## config.mk

```make
export PLATFORM = sky130hd
export DESIGN_NAME = hamming_tx_ctrl
export DESIGN_NICKNAME = d
export VERILOG_FILES = /design/src/rtl/hamming_pkg.sv /design/src/rtl/hamming_parity_gen.sv /design/src/rtl/hamming_tx_ctrl.sv
export SDC_FILE = /design/constraint.sdc
export NUM_CORES = 1
export LEC_CHECK = 0
export CAP_MARGIN = 25
export CORE_MARGIN = 2
export CORE_UTILIZATION = 30
export CTS_CLUSTER_DIAMETER = 100
export DETAILED_ROUTE_END_ITERATION = 10
export GPL_ROUTABILITY_DRIVEN = 0
export GPL_TIMING_DRIVEN = 0
export SETUP_SLACK_MARGIN = 0.4
export SKIP_LAST_GASP = 1
export SYNTH_ARGS = -nofsm -noshare
export SYNTH_HDL_FRONTEND = slang
export SYNTH_SLANG_ARGS = --single-unit
```

## constraint.sdc

```tcl
create_clock -name clk -period 3.8 [get_ports clk]
set_input_delay 0.57 -clock clk [delete_from_list [all_inputs] [get_ports clk]]
set_output_delay 0.57 -clock clk [all_outputs]
set_load 0.01 [all_outputs]
```

## src/rtl/hamming_pkg.sv

```systemverilog
// Shared widths, controller state type and the codeword position map
// for the Hamming(11,7) transmit path.
package hamming_pkg;

  localparam int MSG_W = 7;
  localparam int PAR_W = 4;
  localparam int CW_W  = 11;
  localparam int POS_W = 4;

  typedef enum logic [1:0] {
    IDLE  = 2'd0,
    SHIFT = 2'd1,
    GAP   = 2'd2
  } tx_state_t;

  typedef struct packed {
    logic       is_par;
    logic [2:0] sel;
  } cw_src_t;

  // Position 1..11 -> parity bit Pn (sel = n-1) or message bit m_sel.
  function automatic cw_src_t cw_pos_src(input logic [POS_W-1:0] pos);
    cw_src_t src;
    src = '{is_par: 1'b0, sel: 3'd0};
    case (pos)
      4'd1:    src = '{is_par: 1'b1, sel: 3'd0};
      4'd2:    src = '{is_par: 1'b1, sel: 3'd1};
      4'd3:    src = '{is_par: 1'b0, sel: 3'd0};
      4'd4:    src = '{is_par: 1'b1, sel: 3'd2};
      4'd5:    src = '{is_par: 1'b0, sel: 3'd1};
      4'd6:    src = '{is_par: 1'b0, sel: 3'd2};
      4'd7:    src = '{is_par: 1'b0, sel: 3'd3};
      4'd8:    src = '{is_par: 1'b1, sel: 3'd3};
      4'd9:    src = '{is_par: 1'b0, sel: 3'd4};
      4'd10:   src = '{is_par: 1'b0, sel: 3'd5};
      4'd11:   src = '{is_par: 1'b0, sel: 3'd6};
      default: src = '{is_par: 1'b0, sel: 3'd0};
    endcase
    return src;
  endfunction

endpackage

```

## src/rtl/hamming_parity_gen.sv

```systemverilog
// Combinational parity generator: 7-bit message in, P1..P4 out (par_o[0] = P1).
module hamming_parity_gen
  import hamming_pkg::*;
(
  input  logic [MSG_W-1:0] msg_i,
  output logic [PAR_W-1:0] par_o
);

  assign par_o[0] = msg_i[0] ^ msg_i[1] ^ msg_i[3] ^ msg_i[4] ^ msg_i[6];
  assign par_o[1] = msg_i[0] ^ msg_i[2] ^ msg_i[3] ^ msg_i[5] ^ msg_i[6];
  assign par_o[2] = msg_i[1] ^ msg_i[2] ^ msg_i[3];
  assign par_o[3] = msg_i[4] ^ msg_i[5] ^ msg_i[6];

endmodule

```

## src/rtl/hamming_tx_ctrl.sv

```systemverilog
// Frame sequencer: accepts a 7-bit message, builds the (optionally corrupted)
// 11-bit codeword and streams it LSB position first over a valid/ready link.
module hamming_tx_ctrl
  import hamming_pkg::*;
#(
  parameter int GAP_CYCLES = 1,
  parameter int CNT_W      = 8
) (
  input  logic             clk,
  input  logic             rst_n,
  input  logic             msg_valid,
  input  logic [MSG_W-1:0] msg,
  output logic             msg_ready,
  input  logic [POS_W-1:0] err_pos,
  output logic             tx_bit,
  output logic             tx_valid,
  input  logic             tx_ready,
  output logic             tx_first,
  output logic             tx_last,
  output logic [CNT_W-1:0] frame_cnt
);

  localparam int GAP_W = (GAP_CYCLES > 1) ? $clog2(GAP_CYCLES) : 1;
  localparam logic [GAP_W-1:0] GAP_LAST  = GAP_W'((GAP_CYCLES > 0) ? GAP_CYCLES - 1 : 0);
  localparam logic [POS_W-1:0] IDX_FIRST = POS_W'(1);
  localparam logic [POS_W-1:0] IDX_LAST  = POS_W'(CW_W);

  tx_state_t        state_q, state_d;
  logic [POS_W-1:0] idx_q, idx_d;
  logic [GAP_W-1:0] gap_q, gap_d;
  logic [CW_W-1:0]  cw_q, cw_d;
  logic [CNT_W-1:0] cnt_q, cnt_d;

  logic [PAR_W-1:0] par;
  logic [CW_W-1:0]  cw_clean;
  logic [CW_W-1:0]  inj_mask;

  hamming_parity_gen u_parity_gen (
    .msg_i (msg),
    .par_o (par)
  );

  // Bit gi of the codeword vectors holds codeword position gi+1.
  generate
    for (genvar gi = 0; gi < CW_W; gi++) begin : g_cw
      localparam cw_src_t SRC = cw_pos_src(POS_W'(gi + 1));
      if (SRC.is_par) begin : g_par
        assign cw_clean[gi] = par[SRC.sel[1:0]];
      end else begin : g_msg
        assign cw_clean[gi] = msg[SRC.sel];
      end
      assign inj_mask[gi] = (err_pos == POS_W'(gi + 1));
    end
  endgenerate

  assign msg_ready = (state_q == IDLE);
  assign tx_valid  = (state_q == SHIFT);
  assign tx_bit    = tx_valid & cw_q[idx_q - IDX_FIRST];
  assign tx_first  = tx_valid && (idx_q == IDX_FIRST);
  assign tx_last   = tx_valid && (idx_q == IDX_LAST);
  assign frame_cnt = cnt_q;

  always_comb begin
    state_d = state_q;
    idx_d   = idx_q;
    gap_d   = gap_q;
    cw_d    = cw_q;
    cnt_d   = cnt_q;
    case (state_q)
      IDLE: begin
        if (msg_valid) begin
          // Injection happens after parity, so the error is a real channel-style flip.
          cw_d    = cw_clean ^ inj_mask;
          idx_d   = IDX_FIRST;
          state_d = SHIFT;
        end
      end
      SHIFT: begin
        if (tx_ready) begin
          if (idx_q == IDX_LAST) begin
            cnt_d   = cnt_q + CNT_W'(1);
            idx_d   = IDX_FIRST;
            gap_d   = '0;
            state_d = (GAP_CYCLES == 0) ? IDLE : GAP;
          end else begin
            idx_d = idx_q + POS_W'(1);
          end
        end
      end
      GAP: begin
        if (gap_q == GAP_LAST) begin
          state_d = IDLE;
        end else begin
          gap_d = gap_q + GAP_W'(1);
        end
      end
      default: state_d = IDLE;
    endcase
  end

  always_ff @(posedge clk or negedge rst_n) begin
    if (!rst_n) begin
      state_q <= IDLE;
      idx_q   <= IDX_FIRST;
      gap_q   <= '0;
      cw_q    <= '0;
      cnt_q   <= '0;
    end else begin
      state_q <= state_d;
      idx_q   <= idx_d;
      gap_q   <= gap_d;
      cw_q    <= cw_d;
      cnt_q   <= cnt_d;
    end
  end

endmodule

```

==> results.md <==
- Proportion of register bits with asynchronous set or reset after synthesis: 1.000
- Row count: 25
- Max Buffers Root-to-Sink: 2
- Area fraction in compound gates after synthesis: 0.07249
- Startpoint type of the worst setup path: flip-flop
- Via density per instance: 4.534
- Max Transition Viols Final: 0
- Hpwl dp: 2.299 mm
- Residual antenna-violating net count after detailed routing: 0
- Top Ports: 28
- Maximum operating frequency: 314.0 MHz
- Commonest cells in the synthesized netlist: sky130_fd_sc_hd__dfrtp_1, sky130_fd_sc_hd__nor2_1, sky130_fd_sc_hd__xnor2_1, sky130_fd_sc_hd__a21oi_1, sky130_fd_sc_hd__xor2_1
- Global-route wire length before repair: 4.981 mm
- Final standard cell utilization of the core: 0.4039
- Diodes inserted: 0
- Synth Register Bits: 25
- Post-synthesis instance area: between 0.0015 and 0.002 sq mm
- Warning count from the yosys run: 0
- Power per Cell Area: 583.3 mW/mm^2
- Maximum net fanout on the critical path: 9
- Slew margin rel.: 0.6999
- Cell chain of the critical path: buf_2 -> inv_1 -> ha_1 -> mux4_2 -> mux2i_1 -> o31ai_1 -> clkdlybuf4s50_1
- Post-synth net total: 173
- Area contributors post-synth: sky130_fd_sc_hd__dfrtp_1, sky130_fd_sc_hd__xnor2_1, sky130_fd_sc_hd__xor2_1
- Cell taking the most area after synthesis: sky130_fd_sc_hd__dfrtp_1
- Starting density of the core: 0.3153
- Maximum VDD drop: 0.3041 mV
- Total power draw: 1.135 mW
- Count of flip-flops with a built-in enable after synthesis: 0
- Most numerous cell in the Yosys netlist: sky130_fd_sc_hd__dfrtp_1
- Number of global-route vias before repair: around 1100
- Static leakage power: 0.8084 nW
- Core outline area: 0.004817 sq mm
- Sequential area share after synthesis: 0.4127
- Main combinational cell family by area after synthesis: simple AND/OR/NAND/NOR gates
- Area enclosed by the die boundary: 0.005648 sq mm
- Area share of the leading cell type in the synthesized netlist: 0.3954
- Routed wire length: about 2.9 mm
- Number of hold-slack violations in the final timing report: 0
- CTS Hold Buffers Added: 0
- Iteration-0 DRC Markers: 43
- Total of endpoints with negative setup slack in the final report: 0
- Detailed-router iteration count before antenna repair: 4
- DR DRC count: 0
- Number of buffers and inverters on the critical path: 3
- TritonCTS Buffers: 3
- Post-synthesis share of cell area spent on and, or, nand and nor gates: 0.2158
- CTS Sinks: 25
- Time the worst path needs with I/O delays and setup: 3185 ps
- Setup repair after global routing missed its margin: false
- CP max-delay cell: sky130_fd_sc_hd__clkdlybuf4s50_1
- Post-CTS Resized: 0
- Final critical-path setup slack: 615.4 ps
- Final Net Count: 206
- Xor and xnor fraction of the mapped netlist area: 0.1730
- Mux share of post-synthesis cell area: 0.06343
- Total Routing Usage GR: 0.1152
- Vias after detailed routing: 1147
- Worst slack, placed: 903.3 ps
- Category of the worst setup path capture point: output port
- Post-Synthesis Mean Instance Area: 9.863 sq um
- Syn Inst Count: 154
- Post-CTS setup buffers: 0
- Primary flip-flop cell chosen by synthesis mapping: sky130_fd_sc_hd__dfrtp_1
- Start-to-end type of the worst setup path: reg2out
- Root buf cell: sky130_fd_sc_hd__clkbuf_8
- Die span in x: 75.16 um
- TritonCTS clock tree: done
- Skew-Pair Late Insertion Delay: 270 ps
- Clock-pin slew reported for the worst setup and hold paths after clock tree synthesis: 80 ps
- Type of the tightest min-delay check: reg2reg
- Final cycle utilization of the critical path: 0.8380
- Total of buffers placed on input and output ports: 27
- Floorplan die height: about 75 um
- Critical path's top delay family: buffers and inverters
- Number of distinct library cell variants in the gate-level netlist after synthesis: 33
- Routed wirelength normalized by instance count: 11.42 um
- Overall overflow remaining after global route: 0
- Setup TNS Final: 0 ps
- Run status: completed
- CTS H-tree lvls: 1
- Worst slew pin tran: 448.7 ps
- Initial antenna violation count: 0
- Post-synthesis to final-layout area growth: 28.09%
- Data required time at the worst endpoint: approximately 3200 ps
- Share of post-route cells with drive strength above 1: 0.09677
- Arr. time, crit path: 2610 ps
- Largest net degree at the start of global routing: 20
- Count of maximum capacitance violations: 0
- Adder-Cell Fraction of Synth Area: 0.03295
- Worst Skew: 3.260 ps
- Slowest cell delay on critical path: roughly 580 ps
==> final timing paths <==
path                              startpoint            to  slack [ps]  cells after the start
worst min register to register  frame_cnt[7]  frame_cnt[7]         470                      1
worst max register to register      idx_q[0]  frame_cnt[1]        2120                      4
max in group asynchronous              rst_n  frame_cnt[7]        2750                      2
worst min-delay path            frame_cnt[7]  frame_cnt[7]         470                      1
min in group asynchronous              rst_n      idx_q[1]         610                      1
worst max-delay path                idx_q[0]        tx_bit         620                      7
==> sequential cells by signal (all words and copies together), names as in the netlist <==
name / flops
state_q: 2
cw_q: 11
frame_cnt: 8
idx_q: 4
==> layout make-up <==
class	instances	area (sq um)
sequential	25	626.9
timing repair buffer	28	297.8
multi-input combinational	119	847.1
buffer	6	30.03
clock buffer	4	45.04
inverter	4	15.01
tap	67	83.83
fill	498	2872
==> where the power goes <==
part           leakage [nW]  switching, mW  internal, mW
Clock                0.0228         0.0778        0.0749
Sequential            0.304         0.0572         0.356
Combinational         0.481          0.277         0.291
Total                 0.808          0.412         0.723
==> worst reg2reg max path, delay by kind of cell, from the launching register on <==
family / cells / cell delay, ps
AND/OR/NAND/NOR: 2 / 410
adder cells (fa/ha/maj): 1 / 250
multiplexers: 1 / 350
flip-flops: 1 / 550
==> stage by stage <==
| step | hold WS (ps) | instances | instance area, sq um |
|---|---|---|---|
| final | 473.1 | 253 | 1946 |
| after global routing | 491.8 | 253 | 1946 |
| after CTS | 482.4 | 253 | 1946 |
| after detailed placement | 466.9 | 249 | 1901 |
| after global placement | 461.4 | 248 | 1873 |
| after floorplan | 274.4 | 154 | 1519 |
==> cells in the final DEF (no fill, tap or decap), types with 5 or more instances in the layout <==
cell type and n:
sky130_fd_sc_hd__nor2_1 23, sky130_fd_sc_hd__nand2b_1 5, sky130_fd_sc_hd__xor2_1 10, sky130_fd_sc_hd__nand3_1 5, sky130_fd_sc_hd__buf_2 5, sky130_fd_sc_hd__dfrtp_1 24, sky130_fd_sc_hd__nand2_1 7, sky130_fd_sc_hd__clkdlybuf4s50_1 27
sky130_fd_sc_hd__xnor2_1 20, sky130_fd_sc_hd__a21oi_1 12
==> routing by layer <==
metal | GRT usage | share of wire | vias to the layer above
met5 | 0 | 0 | -
met4 | 0.04678 | 0.018 | 0
met3 | 0.01606 | 0.036 | 5
met2 | 0.1764 | 0.46 | 26
met1 | 0.1644 | 0.49 | 522
li1 | - | - | 594
==> cells by family (layout without fill, tap and decap cells) <==
kind of cell / Yosys count / after routing
simple gates: 59 / 59
xor+xnor: 30 / 30
flops: 25 / 25
compound gates: 19 / 19
buf+inv: 10 / 42
mux: 7 / 7
fa+ha+maj: 4 / 4
No activity file was read; power rests on OpenSTA's default activity.
